<file path="src/rtl/opseq_pkg.sv">
// Shared state encoding and datapath widths for the ALU operand sequencer.
package opseq_pkg;

  localparam int OPND_W = 4;
  localparam int SEL_W  = 3;

  typedef enum logic [1:0] {
    S_WAIT_A  = 2'd0,
    S_WAIT_B  = 2'd1,
    S_WAIT_OP = 2'd2,
    S_ISSUE   = 2'd3
  } opseq_state_e;

endpackage

</file>
<file path="src/rtl/key_debounce.sv">
// Pushbutton conditioner: 2-flop synchroniser, stability counter, debounced
// level and a one-cycle press pulse on the debounced 1->0 transition.
module key_debounce #(
  parameter int DEBOUNCE_CYCLES = 16,
  parameter int CNT_W           = 20
) (
  input  logic clk,
  input  logic resetn,
  input  logic key_n_i,
  output logic press_o
);

  logic             sync1_q, sync2_q;
  logic             level_q, level_d;
  logic [CNT_W-1:0] cnt_q, cnt_d;
  logic             press_q, press_d;

  // The level flips on the cycle the count would reach DEBOUNCE_CYCLES;
  // the press pulse is registered alongside that flip.
  always_comb begin
    level_d = level_q;
    cnt_d   = '0;
    press_d = 1'b0;
    if (sync2_q != level_q) begin
      if (cnt_q == CNT_W'(DEBOUNCE_CYCLES - 1)) begin
        level_d = ~level_q;
        press_d = level_q;
      end else begin
        cnt_d = cnt_q + CNT_W'(1);
      end
    end
  end

  always_ff @(posedge clk or negedge resetn) begin
    if (!resetn) begin
      sync1_q <= 1'b1;
      sync2_q <= 1'b1;
      level_q <= 1'b1;
      cnt_q   <= '0;
      press_q <= 1'b0;
    end else begin
      sync1_q <= key_n_i;
      sync2_q <= sync1_q;
      level_q <= level_d;
      cnt_q   <= cnt_d;
      press_q <= press_d;
    end
  end

  assign press_o = press_q;

endmodule

</file>
<file path="src/rtl/alu_operand_sequencer.sv">
// Collects A, B and select from shared switches on debounced presses and issues
// them with valid/ready. Optional clear key enabled by `define OPSEQ_CLEAR_EN.
//
// state     | meaning
// S_WAIT_A  | next press captures data_sw into A
// S_WAIT_B  | next press captures data_sw into B
// S_WAIT_OP | next press captures op_sw into select
// S_ISSUE   | op_valid high, waiting for op_ready
module alu_operand_sequencer
  import opseq_pkg::*;
#(
  parameter int DEBOUNCE_CYCLES = 16,
  parameter int CNT_W           = 20
) (
  input  logic              clk,
  input  logic              resetn,
  input  logic [OPND_W-1:0] data_sw,
  input  logic [SEL_W-1:0]  op_sw,
  input  logic              key_load_n,
`ifdef OPSEQ_CLEAR_EN
  input  logic              key_clr_n,
`endif
  input  logic              op_ready,
  output logic [OPND_W-1:0] a_out,
  output logic [OPND_W-1:0] b_out,
  output logic [SEL_W-1:0]  select_out,
  output logic              op_valid,
  output logic [1:0]        state_out
);

  logic load_press;
  logic clr_press;

  key_debounce #(
    .DEBOUNCE_CYCLES(DEBOUNCE_CYCLES),
    .CNT_W          (CNT_W)
  ) u_load_db (
    .clk    (clk),
    .resetn (resetn),
    .key_n_i(key_load_n),
    .press_o(load_press)
  );

`ifdef OPSEQ_CLEAR_EN
  key_debounce #(
    .DEBOUNCE_CYCLES(DEBOUNCE_CYCLES),
    .CNT_W          (CNT_W)
  ) u_clr_db (
    .clk    (clk),
    .resetn (resetn),
    .key_n_i(key_clr_n),
    .press_o(clr_press)
  );
`else
  assign clr_press = 1'b0;
`endif

  opseq_state_e      state_q;
  logic [OPND_W-1:0] a_q, b_q;
  logic [SEL_W-1:0]  sel_q;
  logic              valid_q;

  // Clear takes priority over everything, so a coincident load press is lost.
  always_ff @(posedge clk or negedge resetn) begin
    if (!resetn) begin
      state_q <= S_WAIT_A;
      a_q     <= '0;
      b_q     <= '0;
      sel_q   <= '0;
      valid_q <= 1'b0;
    end else if (clr_press) begin
      state_q <= S_WAIT_A;
      a_q     <= '0;
      b_q     <= '0;
      sel_q   <= '0;
      valid_q <= 1'b0;
    end else begin
      case (state_q)
        S_WAIT_A: if (load_press) begin
          a_q     <= data_sw;
          state_q <= S_WAIT_B;
        end
        S_WAIT_B: if (load_press) begin
          b_q     <= data_sw;
          state_q <= S_WAIT_OP;
        end
        S_WAIT_OP: if (load_press) begin
          sel_q   <= op_sw;
          state_q <= S_ISSUE;
          valid_q <= 1'b1;
        end
        S_ISSUE: if (op_ready) begin
          state_q <= S_WAIT_A;
          valid_q <= 1'b0;
        end
        default: begin
          state_q <= S_WAIT_A;
          valid_q <= 1'b0;
        end
      endcase
    end
  end

  assign a_out      = a_q;
  assign b_out      = b_q;
  assign select_out = sel_q;
  assign op_valid   = valid_q;
  assign state_out  = state_q;

endmodule

</file>
<file path="config.mk">
export PLATFORM = sky130hd
export DESIGN_NAME = alu_operand_sequencer
export DESIGN_NICKNAME = d
export VERILOG_FILES = /design/src/rtl/opseq_pkg.sv /design/src/rtl/key_debounce.sv /design/src/rtl/alu_operand_sequencer.sv
export SDC_FILE = /design/constraint.sdc
export NUM_CORES = 1
export LEC_CHECK = 0
export BUFFER_PORTS_ARGS = -buffer_cell sky130_fd_sc_hd__clkbuf_2
export CORE_MARGIN = 2
export CORE_UTILIZATION = 50
export CTS_CLUSTER_SIZE = 12
export DETAILED_ROUTE_END_ITERATION = 7
export PLACE_DENSITY = 0.71
export SYNTH_ARGS = -nofsm -noshare
export SYNTH_HDL_FRONTEND = slang
export SYNTH_SLANG_ARGS = --single-unit
</file>
<file path="constraint.sdc">
create_clock -name clk -period 5.3 [get_ports clk]
set_input_delay 1.06 -clock clk [delete_from_list [all_inputs] [get_ports clk]]
set_output_delay 1.06 -clock clk [all_outputs]
set_load 0.05 [all_outputs]
</file>
==> After elaboration in Yosys (flattened, before gate mapping) <==
Cells that the tools add are included.
{ "totals": {"ff_bits": 38, "inputBits": 11, "output_inout_bits": 14, "wordCells": 41} }
{ "classes": {"add_sub_neg": 1, "n_eq_ne": 9, "muxes": 12, "bitwise_logic": 1, "reduce_logical": 8} }
{ "op_table": {"columns": ["cell", "count"], "rows": [
  ["2-to-1 mux 20 bit", 2],
  ["adder 20 x 1 -> 20 bit (second input constant)", 1],
  ["== test 20 x 4 -> 1 bit (second input constant)", 1],
  ["2-to-1 mux 2 bit", 4],
  ["case mux 2 bit (4 select lines)", 1],
  ["AND reduction 2 bit", 4],
  ["!= test 2 x 1 -> 1 bit (second input constant)", 3],
  ["== test 2 bit (second input constant)", 2],
  ["2-to-1 mux 1 bit", 4],
  ["AND reduction 4 bit", 1],
  ["AND reduction 3 bit", 1],
  ["== test 2 x 1 -> 1 bit (second input constant)", 1],
  ["zero test 2 bit", 1],
  ["!= test 2 bit (second input constant)", 1],
  ["case mux 1 bit (2 select lines)", 1],
  ["nonzero test 2 bit", 1],
  ["!= test 1 bit", 1],
  ["NOT 1 bit", 1]
]} }

==> Longest topological paths before layout <==
Gate-level depths: netlist (run 1).
{ "depth": {"depth_word": 3, "ltp_mapped": 6, "ltp_nobuf": 6} }

==> Modules after synthesis <==
A second synthesis (run 1) with hierarchy kept.
{ "unflattened": {"cells_unflattened": 158, "area_unflattened_um2": 1794.2} }
{ "by_module_without_submodules": {"columns": ["mod", "instances", "cells_per_inst", "area_per_inst_um2", "seq_area_each_um2"], "rows": [
  ["key_debounce", 1, 112, 1148.6, 604.3],
  ["alu_operand_sequencer", 1, 46, 645.6, 350.3]
]} }

==> Worst setup path before layout (run 1) <==
Ideal clock, no wire load.
{ "synth_timing": {"path_type": "flip-flop to flip-flop", "start": "register u_load_db.cnt_q[8]", "end": "register u_load_db.level_q", "setup_ns": 0.082, "t_arrival_ns": 1.804, "t_required_ns": 5.218, "path_slack_ns": 3.413, "stages_incl_launch_ff": 5, "path_buffers": 1, "synth_period_minus_slack_ns": 1.887, "path_cell_list": "dfrtp_1 -> buf_6 -> or4_4 -> or4_4 -> mux2_4"} }
{ "synth_between": {"elab_chain_cells": 2} }
{ "synth_rtl": {"columns": ["element", "line_no", "text"], "rows": [
  ["start, declared", "key_debounce.sv:15", "logic [CNT_W-1:0] cnt_q, cnt_d;"],
  ["start signal, assigned", "key_debounce.sv:45", "cnt_q <= cnt_d;"],
  ["== test 20 x 4 -> 1 bit", "key_debounce.sv:25", "if (cnt_q == CNT_W'(DEBOUNCE_CYCLES - 1)) begin"],
  ["AND reduction 2 bit (no line)", null, null],
  ["end signal, assigned", "key_debounce.sv:44", "level_q <= level_d;"],
  ["end, declared", "key_debounce.sv:14", "logic level_q, level_d;"]
]} }
Every way passes these cells.
A chain may end at the register's enable or synchronous reset.

==> Final worst setup path (run 1) <==
{ "layout_timing": {"start": "register u_load_db.cnt_q[4]", "end": "register u_load_db.cnt_q[4]"} }
{ "layout_between": {"elab_chain_cells": 3, "word_cells_on_any_way": 4, "cone_classes": "1 x add/sub; 1 x eq/ne; 2 x mux"} }
{ "layout_rtl": {"columns": ["element", "line_no", "text"], "rows": [
  ["adder 20 x 1 -> 20 bit / == test 20 x 4 -> 1 bit (equally long branches)", "key_debounce.sv:29, key_debounce.sv:25", null],
  ["2-to-1 mux 20 bit *", "key_debounce.sv:25", null],
  ["2-to-1 mux 20 bit *", "key_debounce.sv:24", "if (sync2_q != level_q) begin"],
  ["net u_load_db.cnt_d[4]", "key_debounce.sv:15", null]
]} }
Mark *: on every way through the listed nets, which the timed path passes. The rest lies on a longest branch.

==> results of run 1 <==
-- synthesized netlist by cell type, drive strengths merged, types with 2 or more instances --
cell and count:
dfrtp 35, mux2 14, nor2 13, xor2 11, nand2 9, nand4 8, a21oi 7, nand3 6
o21ai 6, or3 6, ha 5, and4 4, and3 3, clkbuf 3, dfstp 3, inv 3
or4 3, buf 2, nor3 2, nor4 2, xnor2 2
-- power breakdown --
part | internal [mW] | switching [mW]
Clock | 0.0643 | 0.0892
Sequential | 0.297 | 0.00425
Combinational | 0.0111 | 0.0285
Total | 0.373 | 0.122
-- cells by family (layout without fill, tap and decap cells) --
logic type      count (synthesis)  in the layout  synth area share
compound gates                 16             16           0.06074
xor+xnor                       13             13           0.06427
fa+ha+maj                       5              5           0.03531
buf+inv                         8             35           0.02542
flops                          38             38            0.5388
mux                            14             14           0.09110
simple gates                   58             58            0.1843
-- through the flow --
stage	instance area, um2	std cells	hold slack (ns)	worst slack [ns]	utilization
5_1_grt	1976	225	0.3713	2.905	0.5874
6_report	1976	225	0.3658	3.101	0.5874
4_1_cts	1976	225	0.3667	3.087	0.5874
3_5_place_dp	1916	217	0.3478	3.101	0.5696
3_3_place_gp	1916	217	0.3478	3.190	0.5696
2_1_floorplan	1772	152	0.3452	3.413	-
-- final cells by class --
cell class	instances	share of cell area
clock buffer	7	0.02787
sequential	38	0.4832
inverter	3	0.005700
timing repair buffer	24	0.06080
tap	46	0.02913
clock inverter	1	0.002533
multi-input combinational	106	0.3908
-- state kept, by name (all words and copies together), names as in the netlist --
register	flops
select_out	3
b_out	4
a_out	4
u_load_db.sync2_q	1
u_load_db.cnt_q	20
u_load_db.sync1_q	1
u_load_db.press_o	1
state_out	2
u_load_db.level_q	1
op_valid	1
-- final timing paths --
kind,startpoint,end,slack (ns),depth (start not counted)
max reg2reg,u_load_db.cnt_q[4],u_load_db.cnt_q[4],3.10,3
max,u_load_db.cnt_q[4],u_load_db.cnt_q[4],3.10,3
min in group asynchronous,resetn,select_out[1],0.83,1
min,u_load_db.sync1_q,u_load_db.sync2_q,0.37,0
min reg2reg,u_load_db.sync1_q,u_load_db.sync2_q,0.37,0
max in group asynchronous,resetn,u_load_db.cnt_q[16],3.91,1
-- per-layer routing --
layer | GRT usage | up-vias
met4 | 0.1005 | 0
met3 | 0.05357 | 7
li1 | - | 592
met1 | 0.2101 | 618
met5 | 0 | -
met2 | 0.3066 | 34
-- cell usage in the layout (no fill, tap or decap), drive strengths merged, types with 2 or more instances in the layout --
| cell | instances |
|---|---|
| or4 | 3 |
| xor2 | 11 |
| nand3 | 6 |
| o21ai | 6 |
| nor3 | 2 |
| nor2 | 13 |
| and3 | 3 |
| dfrtp | 35 |
| a21oi | 7 |
| dfstp | 3 |
| nand2 | 9 |
| nand4 | 8 |
| xnor2 | 2 |
| inv | 3 |
| or3 | 6 |
| mux2 | 14 |
| clkbuf | 31 |
| ha | 5 |
| nor4 | 2 |
| and4 | 4 |
==> metrics.cfg, run 1 <==
[outcome]
outcome=finished clean

[drt]
vias=1251
topRoutingLayerUsed=met4
viasPerCell=5.560
routed_wl_mm=3.143
met3WireLength_um=149
first_pass_iters=5
m1WireLength_mm=1.343
wl_per_cell_um=13.97
antenna_left=0
post-route-drc-count=0
dr_wl_met2_mm=1.564
drtIter0Drc=40

[global_route]
grt_pass1_vias=1281
grtUsageTotal=0.1834
grt_max_degree=39
grt_pass1_wl_mm=5.644
antenna_found_initial=0
grt_overflow=0

[final_layout]
diodes=0
drive_gt1_frac=0.3017
seq_area_um2=954.7
area_growth_pct=11.51
multiInputGateArea_um2=772.0
nNetsFinal=194
fillers=303

[logic_synthesis]
synth_edf_count=0
synth_largest_area_cell=dfrtp_1
syn_avg_cell_area_um2=11.66
ys_seq_area_frac=0.5388
synthArstFlopShare=1.000
yosys_warnings=0
ys_ff_latch=38
ys_types=29
synth_area_leaders=dfrtp_1 (49%), mux2_2 (8.3%), xor2_1 (5.4%)
syn_area_um2=1772
synthCells=152
syn_nets=168
synth_top_area_share=0.4944
synth-main-ff-cell=dfrtp_1

[setup_path]
crit_arrival_ns=2.39
slowest_delay_ns=0.88
crit_family=compound AO/OA/AOI/OAI gates
required_ns=5.49
endpoint_kind=flip-flop
cp_cell_sequence=or4_4, o41ai_4, nor2_1
slowest_stage=o41ai_4
crit_type=reg -> reg
path_buf_inv=0
cp_max_fo=19
crit_path_start_kind=flip-flop

[floorplan]
die_area_um2=4035
die_w_um=63.53
core_area_um2=3363
io_pins=25
rows=21
start_util=0.5268
die_h_um=63.53

[clock_tree]
worstSkewPairLatency_ns=0.34
cts_root_buffer=clkbuf_4
htree_num_levels=2
cts_buffer_depth=2
post_cts_buffers=0
numCtsBuffers=5
ctsResizeCount=0
cts_tree=yes
clk_pin_slew_worst_paths_ns=0.11
clock_sinks=38
postCtsHoldBufs=0

[place]
dp_hpwl_mm=2.264
place_congestion=0.8059
port_buffers=24

[timing]
worst_pin_slew_ns=0.9347
rsz0062_at_grt=no
fmax_ghz=0.4547
min_period_over_period=0.4150
setup_tns_ns=0
relSlewSlack=0.3747
layout_min_cycle_time_ns=2.199
setup_viol=0
fin_skew_ns=0.007443
hold_violations=0
drv_slew=0

[pwr]
total_power_mw=0.4947
cellPowerDensity_nw_per_um2=250.4
p_leak_nw=0.9038
ir_worst_vdd_mv=0.1493

[job]
maxCapViolCount=0

[hold_path]
hold_path.class=reg -> reg

Power figures use the tool's default switching activity.
==> run 2: changes to the inputs <==
--- a/config.mk
+++ b/config.mk
@@ -10,7 +10,7 @@
 export CORE_UTILIZATION = 50
 export CTS_CLUSTER_SIZE = 12
 export DETAILED_ROUTE_END_ITERATION = 7
-export PLACE_DENSITY = 0.71
+export PLACE_DENSITY = 0.74
 export SYNTH_ARGS = -nofsm -noshare
 export SYNTH_HDL_FRONTEND = slang
 export SYNTH_SLANG_ARGS = --single-unit
==> constraint.sdc (replaced) <==
create_clock -name clk -period 1.75 [get_ports clk]
set_input_delay 0.35 -clock clk [delete_from_list [all_inputs] [get_ports clk]]
set_output_delay 0.35 -clock clk [all_outputs]
set_load 0.05 [all_outputs]
==> metrics.cfg, run 2 (synthesis results as in run 1) <==
[setup_path]
path_buf_inv=0  ; unchanged
reg2reg_to=u_load_db.level_q
endpoint_kind=flip-flop
rrSetupSlack_ns=-0.12  ; -3.22 ns
crit_arrival_ns=2.15  ; -0.24 ns
path_common_cell=or4_4
cp_max_fo=3  ; -16
slowest_delay_ns=0.55  ; -0.33 ns
crit_family=simple AND/OR/NAND/NOR gates
reg2reg_from=u_load_db.cnt_q[6]
cp_cell_sequence=or4_4, or4_4, mux2_4
crit_type=reg -> reg
reg2reg_depth=3  ; unchanged
required_ns=2.03  ; -3.46 ns
slowest_stage=or4_4
crit_path_start_kind=flip-flop

[floorplan]
core_area_um2=3363  ; unchanged
die_h_um=63.53  ; unchanged
die_w_um=63.53  ; unchanged
io_pins=25  ; unchanged
die_area_um2=4035  ; unchanged
rows=21  ; unchanged
start_util=0.5268  ; unchanged

[timing]
min_period_over_period=1.066  ; +0.6513
layout_min_cycle_time_ns=1.866  ; -0.3334 ns
fmax_ghz=0.5359  ; +18%
setup_ws_ns=-0.1160  ; -3.217 ns
drv_slew=0  ; unchanged
hold_violations=0  ; unchanged
rsz0062_at_grt=yes
relSlewSlack=0.6920  ; +0.3172
setup_viol=22  ; +22
worst_pin_slew_ns=0.4621  ; -0.4727 ns
fin_skew_ns=0.01592  ; +0.008480 ns

[final_layout]
multiInputGateArea_um2=772.0  ; unchanged
top_register=u_load_db.cnt_q
drive_gt1_frac=0.3725  ; +0.07087
area_growth_pct=22.74
final_common_cell=dfrtp_1
fillers=285  ; -5.9%
nNetsFinal=219  ; +13%
finalInstanceArea_um2=2175  ; +10%
layoutNonFillerInstCount=250  ; +11%
largest_register_ffs=20  ; unchanged
diodes=0  ; unchanged
utilization=0.6466  ; +0.05915
seq_area_um2=954.7  ; unchanged
final_cell_mix=dfrtp_1 (35), clkbuf_2 (24), buf_4 (21), nor2_1 (13), mux2_2 (13)

[global_route]
antenna_found_initial=0  ; unchanged
grtUsageTotal=0.1914  ; +0.008040
grt_max_degree=23  ; -41%
grt_pass1_wl_mm=5.920  ; +4.9%
grt_overflow=0  ; unchanged
grt_pass1_vias=1387  ; +8.3%

[drt]
drtIter0Drc=26  ; -35%
vias=1326  ; +6.0%
viasPerCell=5.304  ; -4.6%
first_pass_iters=4  ; -1
antenna_left=0  ; unchanged
routed_wl_mm=3.293  ; +4.8%
post-route-drc-count=0  ; unchanged
wl_per_cell_um=13.17  ; -5.7%

[pwr]
p_leak_nw=1.028  ; +14%
ir_worst_vdd_mv=0.4562  ; +210%
cellPowerDensity_nw_per_um2=676.4  ; +170%
total_power_mw=1.471  ; +200%

[clock_tree]
worstSkewPairLatency_ns=0.35  ; about the same
clock_sinks=38  ; unchanged
numCtsBuffers=5  ; unchanged
cts_tree=yes
cts_buffer_depth=2  ; unchanged
clk_pin_slew_worst_paths_ns=0.10  ; about the same
cts_root_buffer=clkbuf_4
htree_num_levels=2  ; unchanged

[place]
port_buffers=24  ; unchanged
dp_worst_setup_slack_ns=-0.1376  ; -3.238 ns
dpl_cell_area_um2=2101  ; +9.7%
place_congestion=0.7932  ; -1.6%
dp_hpwl_mm=2.607  ; +15%
dp_cells=240  ; +11%

[outcome]
violations=setup timing
outcome=complete, but fails checks

[hold_path]
hold_path_end=u_load_db.sync1_q
hold_path.startpoint=key_load_n
hold_path.class=in -> reg
hold_depth=1  ; +1

[job]
maxCapViolCount=0  ; unchanged

[run 2: worst max path at each step]
| stage | endpoint | from | cells past startpoint |
|---|---|---|---|
| 2_1_floorplan | u_load_db.level_q | u_load_db.cnt_q[8] | 4 |
| 3_3_place_gp | u_load_db.level_q | u_load_db.cnt_q[19] | 3 |
| 3_5_place_dp | u_load_db.level_q | u_load_db.cnt_q[19] | 3 |
| 4_1_cts | u_load_db.level_q | u_load_db.cnt_q[6] | 3 |
| 5_1_grt | u_load_db.level_q | u_load_db.cnt_q[6] | 3 |
| 6_report | u_load_db.level_q | u_load_db.cnt_q[6] | 3 |
[run 2: cell type report]
cell class,count,share of cell area
repair buffers,49,0.1519
well taps,46,0.02647
multi-input cells,106,0.3550
flip-flops and latches,38,0.4390
inverters,3,0.005178
clock buffers,8,0.02244
[run 2: worst reg2reg max path, delay by kind of cell, from the launching register on]
kind          cells  cell delay (ns)
flops             1             0.40
simple gates      2             1.09
mux               1             0.31
[run 2: timing repair]
item,CTS,global route
endpoints found under the hold margin,16,0
buffers inserted,0,1
resized for setup,1,1
hold buffers,1,0
setup endpoints to repair,22,22
pin swaps,2,0
[run 2: stage by stage]
stage | hold WS [ns] | setup TNS [ns]
CTS | 0.06017 | -0.7447
detailed placement | 0.3175 | -0.5505
global placement | 0.3125 | -0.1430
global route | 0.04936 | -2.070
finish | 0.07764 | -0.8082
floorplan | 0.05441 | -1.249
[run 2: layer usage]
layer  GRT usage  wire length (um)
met1      0.2207              1370
met2      0.3303              1720
met3     0.06607               161
met4     0.06522                41
met5           0                 0
[run 2: power breakdown]
part           switching [mW]  total, mW  internal [mW]
Combinational          0.0898      0.134         0.0440
Sequential             0.0128      0.913          0.900
Clock                   0.264      0.424          0.160
Total                   0.366       1.47           1.10
